==> src/rtl/video_bringup_seq.sv <==
// Video bring-up sequencer: POR -> PLL lock -> generator reset -> HDMI I2C config -> RUN, with retries and fault.
// All outputs registered (one cycle after the state decision); async inputs seen through 2-FF synchronizers.
module video_bringup_seq #(
    parameter int POR_CYCLES     = 24000,
    parameter int LOCK_STABLE    = 2400,
    parameter int LOCK_TIMEOUT   = 240000,
    parameter int GEN_RST_CYCLES = 16,
    parameter int I2C_TIMEOUT    = 2400000,
    parameter int MAX_RETRIES    = 3
) (
    input  logic       clk24M,
    input  logic       reset_n,
    input  logic       pll_lock,
    input  logic       i2c_done,
    input  logic       restart,
    output logic       pll_rst,
    output logic       gen_rstn,
    output logic       i2c_rstn,
    output logic       i2c_start,
    output logic       video_en,
    output logic       fault,
    output logic [2:0] state,
    output logic [1:0] retry_cnt
);

    typedef enum logic [2:0] {
        S_POR      = 3'd0,
        S_PLL_WAIT = 3'd1,
        S_GEN_RST  = 3'd2,
        S_I2C_CFG  = 3'd3,
        S_RUN      = 3'd4,
        S_FAULT    = 3'd5
    } state_t;

    localparam logic [23:0] POR_LAST  = 24'(POR_CYCLES - 1);
    localparam logic [23:0] STAB_LAST = 24'(LOCK_STABLE - 1);
    localparam logic [23:0] LOCK_LAST = 24'(LOCK_TIMEOUT - 1);
    localparam logic [23:0] GEN_LAST  = 24'(GEN_RST_CYCLES - 1);
    localparam logic [23:0] CFG_LAST  = 24'(I2C_TIMEOUT - 1);
    localparam logic [1:0]  MAX_R     = 2'(MAX_RETRIES);

    state_t      cur_state, nxt_state;
    logic        lock_s1, lock_s, done_s1, done_s;
    logic [23:0] cnt, cnt_nxt;
    logic [23:0] stab, stab_nxt;
    logic [1:0]  retry_nxt;
    logic        entry;
    logic        pll_rst_d, gen_rstn_d, i2c_rstn_d, i2c_start_d, video_en_d, fault_d;

    assign state = cur_state;

    always_comb begin
        nxt_state = cur_state;
        retry_nxt = retry_cnt;
        case (cur_state)
            S_POR: begin
                if (cnt == POR_LAST)
                    nxt_state = S_PLL_WAIT;
            end
            S_PLL_WAIT: begin
                if (lock_s && stab == STAB_LAST) begin
                    nxt_state = S_GEN_RST;
                end else if (cnt == LOCK_LAST) begin
                    if (retry_cnt < MAX_R) begin
                        retry_nxt = retry_cnt + 2'd1;
                        nxt_state = S_POR;
                    end else begin
                        nxt_state = S_FAULT;
                    end
                end
            end
            S_GEN_RST: begin
                if (cnt == GEN_LAST)
                    nxt_state = S_I2C_CFG;
            end
            S_I2C_CFG: begin
                if (done_s) begin
                    nxt_state = S_RUN;
                    retry_nxt = 2'd0;
                end else if (cnt == CFG_LAST) begin
                    // A config timeout only re-runs the generator/I2C reset; the PLL is left alone.
                    if (retry_cnt < MAX_R) begin
                        retry_nxt = retry_cnt + 2'd1;
                        nxt_state = S_GEN_RST;
                    end else begin
                        nxt_state = S_FAULT;
                    end
                end
            end
            S_RUN: begin
                if (!lock_s)
                    nxt_state = S_POR;
            end
            S_FAULT: nxt_state = S_FAULT;
            default: nxt_state = S_POR;
        endcase
        if (restart) begin
            nxt_state = S_POR;
            retry_nxt = 2'd0;
        end

        entry    = restart || (nxt_state != cur_state);
        cnt_nxt  = entry ? 24'd0 : cnt + 24'd1;
        stab_nxt = (!entry && cur_state == S_PLL_WAIT && lock_s) ? stab + 24'd1 : 24'd0;
    end

    // Outputs are decoded from the next state so the registered copies line up with `state`.
    always_comb begin
        pll_rst_d   = (nxt_state == S_POR) || (nxt_state == S_FAULT);
        gen_rstn_d  = (nxt_state == S_I2C_CFG) || (nxt_state == S_RUN);
        i2c_rstn_d  = gen_rstn_d;
        i2c_start_d = (nxt_state == S_I2C_CFG) && (cur_state != S_I2C_CFG);
        video_en_d  = (nxt_state == S_RUN);
        fault_d     = (nxt_state == S_FAULT);
    end

    always_ff @(posedge clk24M or negedge reset_n) begin
        if (!reset_n) begin
            lock_s1   <= 1'b0;
            lock_s    <= 1'b0;
            done_s1   <= 1'b0;
            done_s    <= 1'b0;
            cur_state <= S_POR;
            cnt       <= 24'd0;
            stab      <= 24'd0;
            retry_cnt <= 2'd0;
            pll_rst   <= 1'b1;
            gen_rstn  <= 1'b0;
            i2c_rstn  <= 1'b0;
            i2c_start <= 1'b0;
            video_en  <= 1'b0;
            fault     <= 1'b0;
        end else begin
            lock_s1   <= pll_lock;
            lock_s    <= lock_s1;
            done_s1   <= i2c_done;
            done_s    <= done_s1;
            cur_state <= nxt_state;
            cnt       <= cnt_nxt;
            stab      <= stab_nxt;
            retry_cnt <= retry_nxt;
            pll_rst   <= pll_rst_d;
            gen_rstn  <= gen_rstn_d;
            i2c_rstn  <= i2c_rstn_d;
            i2c_start <= i2c_start_d;
            video_en  <= video_en_d;
            fault     <= fault_d;
        end
    end

endmodule

==> config.mk <==
export PLATFORM = sky130hd
export DESIGN_NAME = video_bringup_seq
export DESIGN_NICKNAME = d
export VERILOG_FILES = /design/src/rtl/video_bringup_seq.sv
export SDC_FILE = /design/constraint.sdc
export NUM_CORES = 1
export LEC_CHECK = 0
export CORE_UTILIZATION = 45
export CTS_CLUSTER_SIZE = 30
export DETAILED_ROUTE_END_ITERATION = 16
export SYNTH_ARGS = -nofsm -noshare
export SYNTH_HDL_FRONTEND = slang
export SYNTH_SLANG_ARGS = --single-unit
==> constraint.sdc <==
create_clock -name clk24M -period 3.6 [get_ports clk24M]
set_input_delay 0.54 -clock clk24M [delete_from_list [all_inputs] [get_ports clk24M]]
set_output_delay 0.54 -clock clk24M [all_outputs]
set_load 0.005 [all_outputs]
* Word-level counts from Yosys, hierarchy flattened *
Index checks and enable logic that the tools add are counted.
Widths: inputs -> output; s select.

cells by class
  eq/ne operators = 18
  div/mod/pow operators = 0
  bitwise logic cells = 0
  reduce and logical (&&, ||, !) cells = 12
  $mul = 0
  $add $sub $neg = 3
  magnitude comparators = 1
  multiplexer cells = 20
  shift-type cells = 0

operators with widths
  kind                   number
  $add 24x1->24 const B  2
  $mux 24                2
  $mux 3                 10
  $eq 24x12->1 const B   1
  $eq 24x15->1 const B   1
  $eq 24x18->1 const B   1
  $eq 24x22->1 const B   1
  $eq 24x4->1 const B    1
  $pmux 3 s6             1
  $eq 3x3->1 const B     4
  $mux 2                 6
  $eq 3x2->1 const B     3
  $logic_not 3->1        2
  $ne 3x3->1 const B     2
  $logic_and 1x1->1      4
  $ne 4x4->1 const B     1
  $pmux 2 s2             1
  $reduce_and 4->1       1
  $eq 3x1->1 const B     1
  $logic_or 1x1->1       3
  $ne 3x2->1 const B     1
  $ne 3x3->1             1
  $reduce_bool 3->1      1
  $add 2x1->2 const B    1
  other kinds (2)        2

storage, ports and cells
  word-level logic and storage cells = 67
  ROM bits = 0
  bits in registers = 62
  memories = 0
  output and inout port bits = 11
  input bits = 5
  latch bits = 0
  bits in writable memories = 0

* Logic depth before layout (Yosys ltp) *
  word-level depth = 12
  gate-level depth with buffers = 9
  mapped depth without buffers = 7

* Least setup slack after synthesis *
OpenSTA, ideal clock, no wires.

  kind = flip-flop to flip-flop
  from = register stab[0]
  to = register pll_rst
  slack = 1.184 ns
  library setup time = 0.078 ns
  data required time = 3.522 ns
  cell stages (with the launch flop) = 9
  arrival time = 2.338 ns
  cell sequence = dfrtp_1 -> ha_1 -> and4_4 -> buf_6 -> and4_4 -> a2111o_1 -> o21a_1 -> or4_1 -> a31o_1

on the way
  word-level cells in the longest chain between the ends = 7
  elaborated cells between the ends (all ways) = 8

RTL lines
  item                                           line  text
  start, declared                                45    logic [23:0] stab, stab_nxt;
  start signal, assigned                         140   stab <= stab_nxt;
  $eq 24x12->1 (*)                               61    if (lock_s && stab == STAB_LAST) begin
  $logic_and 1x1->1 (*)                          61
  $mux 3 (*)                                     61
  $pmux 3 s6 (*)                                 55    case (cur_state)
  $mux 3 (*)                                     97    if (restart) begin
  $eq 3x3->1 or $logic_not 3->1 (tied branches)  109   pll_rst_d = (nxt_state == S_POR) || (nxt_state == S_FAULT);
  $logic_or 1x1->1 (*)                           109
  via pll_rst_d                                  48    logic pll_rst_d, gen_rstn_d, i2c_rstn_d, i2c_start_d, video_en_d, fault_d;
  end signal, assigned                           142   pll_rst <= pll_rst_d;
  end, declared                                  16    output logic pll_rst,

The timed path passes the listed nets; every way through them passes the cells marked *.
A chain may end at the register's enable or synchronous reset.

* Worst setup path in the final report *
Same ends and word-level chain as after synthesis.

==> results.toml <==
[worst_setup_path]
cp_max_fo = 6
r2r-start = "stab[0]"
arrival_ns = 2.72
crit_type = "flop to flop"
crit_buf_inv = 0
worst_ep_required_time_ns = 3.86
critPathMostFrequentCell = "and4_4"
critPathSlowestCell = "or4_1"
worstSetupStartpointType = "flop"
rr_endpoint = "pll_rst"
critPathMaxStageDelay_ns = 0.43
path_delay_family = "compound AO/OA/AOI/OAI gates"
worst_r2r_path_depth = 7
r2r_slack_ns = 1.15
path_cells = "ha_1 > and4_4 > and4_4 > a2111o_1 > o21a_1 > or4_1 > a31o_1"
critPathCaptureType = "flop"

[layout]
nFillCells = 661
layout_common_cells = "dfrtp_1 (61), nor3_1 (48), nor2_1 (34)"
areaGrowthSynthToFinish_pct = 13.20
layout_commonest_cell = "dfrtp_1"
post-route-util_pct = 52.50
fin_nets = 370
postLayoutCellArea_um2 = 3787
n_antenna_cell = 0
regArea_um2 = 1553
multi_input_area_um2 = 1672
layout-drive-gt1-share_pct = 9.239

[drt]
wirelength_um = 7190
firstDrtPassIters = 4
num_vias = 2635
drt-initial-drc-count = 208
drc = 0
ant_nets = 0
wl_per_cell_um = 15.40
vias_per_cell = 5.642

[clock_network]
cts_hold_buffers = 0
cts_tree = "yes"
clk_latency_ns = 0.34
clkSlewWorstSetupHoldPaths_ns = 0.08
cts-root-buf = "clkbuf_8"
htree_num_levels = 3
clock-sinks = 62
postCtsSetupRepairBufs = 0
cts_resized = 0
cts_made_buffers = 9
clock_path_buffers = 2

[floorplanning]
num_io_pins = 16
rows = 31
initial_core_util_pct = 46.38
core_um2 = 7214
dieWidth_um = 88.23
dieArea_um2 = 7784
fp.dieH_um = 88.23

[timing]
finalSetupViolations = 0
worst_slack_ns = 1.146
fin_crit_sh_pct = 68.15
holdWs_ns = 0.1646
worst_pin_slew_ns = 0.9910
setup_tns_ns = 0
relSlewSlack_pct = 33.32
rsz0062_at_grt = "false"
final_max_slew_viol_count = 0
fmax_mhz = 407.6
final_hold_viol_count = 0
clock_skew_ns = 0.01070
min_period_ns = 2.454

[pwr]
switchingPower_mw = 0.3003
p_per_area_nw_per_um2 = 385.2
pwr-share-seq_pct = 48.5
switching_share_pct = 20.58
ir_drop_v = 0.0002307
p_clk_share_pct = 48.8
leakage_nw = 1.470
p_int_mw = 1.159
comb_power_share_pct = 2.7

[global_routing]
antenna_found_initial = 0
grt_max_degree = 40
grt_pass1_vias = 2440
grt-ovfl-total = 0
grt_pass1_wl_um = 12050
track_usage_pct = 20.51

[yosys]
yosysTopAreaCell = "dfrtp_1"
yosysWarnings = 0
syn_area_per_cell_um2 = 9.587
synth_top_area_share_pct = 45.62
synth_nets = 356
synth_cells = 349
syn-cell-area_um2 = 3346
yosys-top-cells-area = "dfrtp_1 (46%), nor3_1 (7.2%), xor2_1 (5.8%)"
synth.distinct_cells = 53
yosys_register_bits = 62
seq_area_frac_synth_pct = 46.41

[place]
post-dp-hpwl_um = 4918
place.gp.congestion = 0.8514
io_buffers = 15
postPlaceCellArea_um2 = 3553
dpl_worst_slack_ns = 1.156

[status]
status = "completed"

[worst_hold_path]
hold_path_class = "input pin to async pin"

[flow_run]
cap_violations = 0
[cell usage after synthesis, drive strengths merged]
master and count:
nand2 29, o21ai 2, mux2i 1, dfrtp 61
nand3 15, a21boi 1, nand2b 2, o21bai 2
nor2 34, a21o 2, a2111o 1, a211oi 4
o211ai 1, ha 2, nand4b 1, dfstp 1
xor2 22, or2 2, and3 9, nor4b 3
nor4bb 1, or3 2, and4 11, and4b 2
o21a 2, o311a 1, o31ai 3, inv 8
a21oi 4, or4 1, and2 3, buf 11
nor3b 1, a31o 2, clkbuf 5, nor4 10
nand4 14, o22ai 1, xnor2 21, a22oi 1
o311ai 1, nor3 48, a41oi 1
[flip-flops by register name, indices dropped and copies added, names as in the netlist]
| name | cells |
|---|---|
| pll_rst | 1 |
| lock_s | 1 |
| state | 3 |
| lock_s1 | 1 |
| done_s1 | 1 |
| video_en | 1 |
| done_s | 1 |
| cnt | 24 |
| i2c_start | 1 |
| fault | 1 |
| retry_cnt | 2 |
| i2c_rstn | 1 |
| stab | 24 |
[worst register-to-register path, cell delays in order (launching register included)]
cell and delay (ns):
dfrtp_1 0.40, ha_1 0.25, and4_4 0.22, and4_4 0.19, a2111o_1 0.42, o21a_1 0.24, or4_1 0.43, a31o_1 0.24
[final cells by class]
type | instances | area share (%)
Multi-Input combinational cell | 263 | 44.14
Sequential cell | 62 | 41.00
Timing Repair Buffer | 19 | 4.625
Clock buffer | 13 | 4.460
Tap cell | 99 | 3.271
Clock inverter | 3 | 1.718
Inverter | 8 | 0.7929
[worst max-delay path by stage]
stage / startpoint / to / slack, ns / cells past startpoint
6_report: stab[0] / pll_rst / 1.15 / 7
5_1_grt: stab[18] / cnt[16] / 0.94 / 7
4_1_cts: stab[0] / pll_rst / 1.15 / 7
3_5_place_dp: stab[10] / cnt[13] / 1.16 / 7
3_3_place_gp: stab[0] / pll_rst / 1.20 / 7
2_1_floorplan: stab[0] / pll_rst / 1.18 / 8
[layer usage]
layer | track usage, % | up-vias | share of wire [%] | wire length, µm
li1 | - | 1287 | - | -
met1 | 29.97 | 1266 | 51 | 3638
met2 | 30.07 | 71 | 44 | 3153
met3 | 3.638 | 11 | 3.8 | 272
met4 | 8.358 | 0 | 1.7 | 125
met5 | 0 | - | 0 | 0
[power groups by stage]
stage          sequential (mW)  combinational, mW  clock [mW]
2_1_floorplan            0.719             0.0177           0
3_3_place_gp             0.720             0.0417           0
3_5_place_dp             0.720             0.0417           0
4_1_cts                  0.707             0.0418       0.731
5_1_grt                  0.708             0.0464       0.753
6_report                 0.707             0.0398       0.712
[through the flow]
| stage | std cells | power, mW |
|---|---|---|
| final | 467 | 1.459 |
| after floorplan | 349 | 0.7365 |
| after detailed placement | 451 | 0.7620 |
| after global routing | 467 | 1.507 |
| after CTS | 467 | 1.480 |
| after global placement | 451 | 0.7621 |
[cells by family after synthesis]
logic type / Yosys count / synth area share, %
compound gates: 29 / 6.731
mux: 1 / 0.2992
xor+xnor: 43 / 11.26
flops: 62 / 46.41
buf+inv: 24 / 3.627
simple gates: 188 / 30.93
fa+ha+maj: 2 / 0.7478
Note: power is estimated with default switching activity, not from simulation.
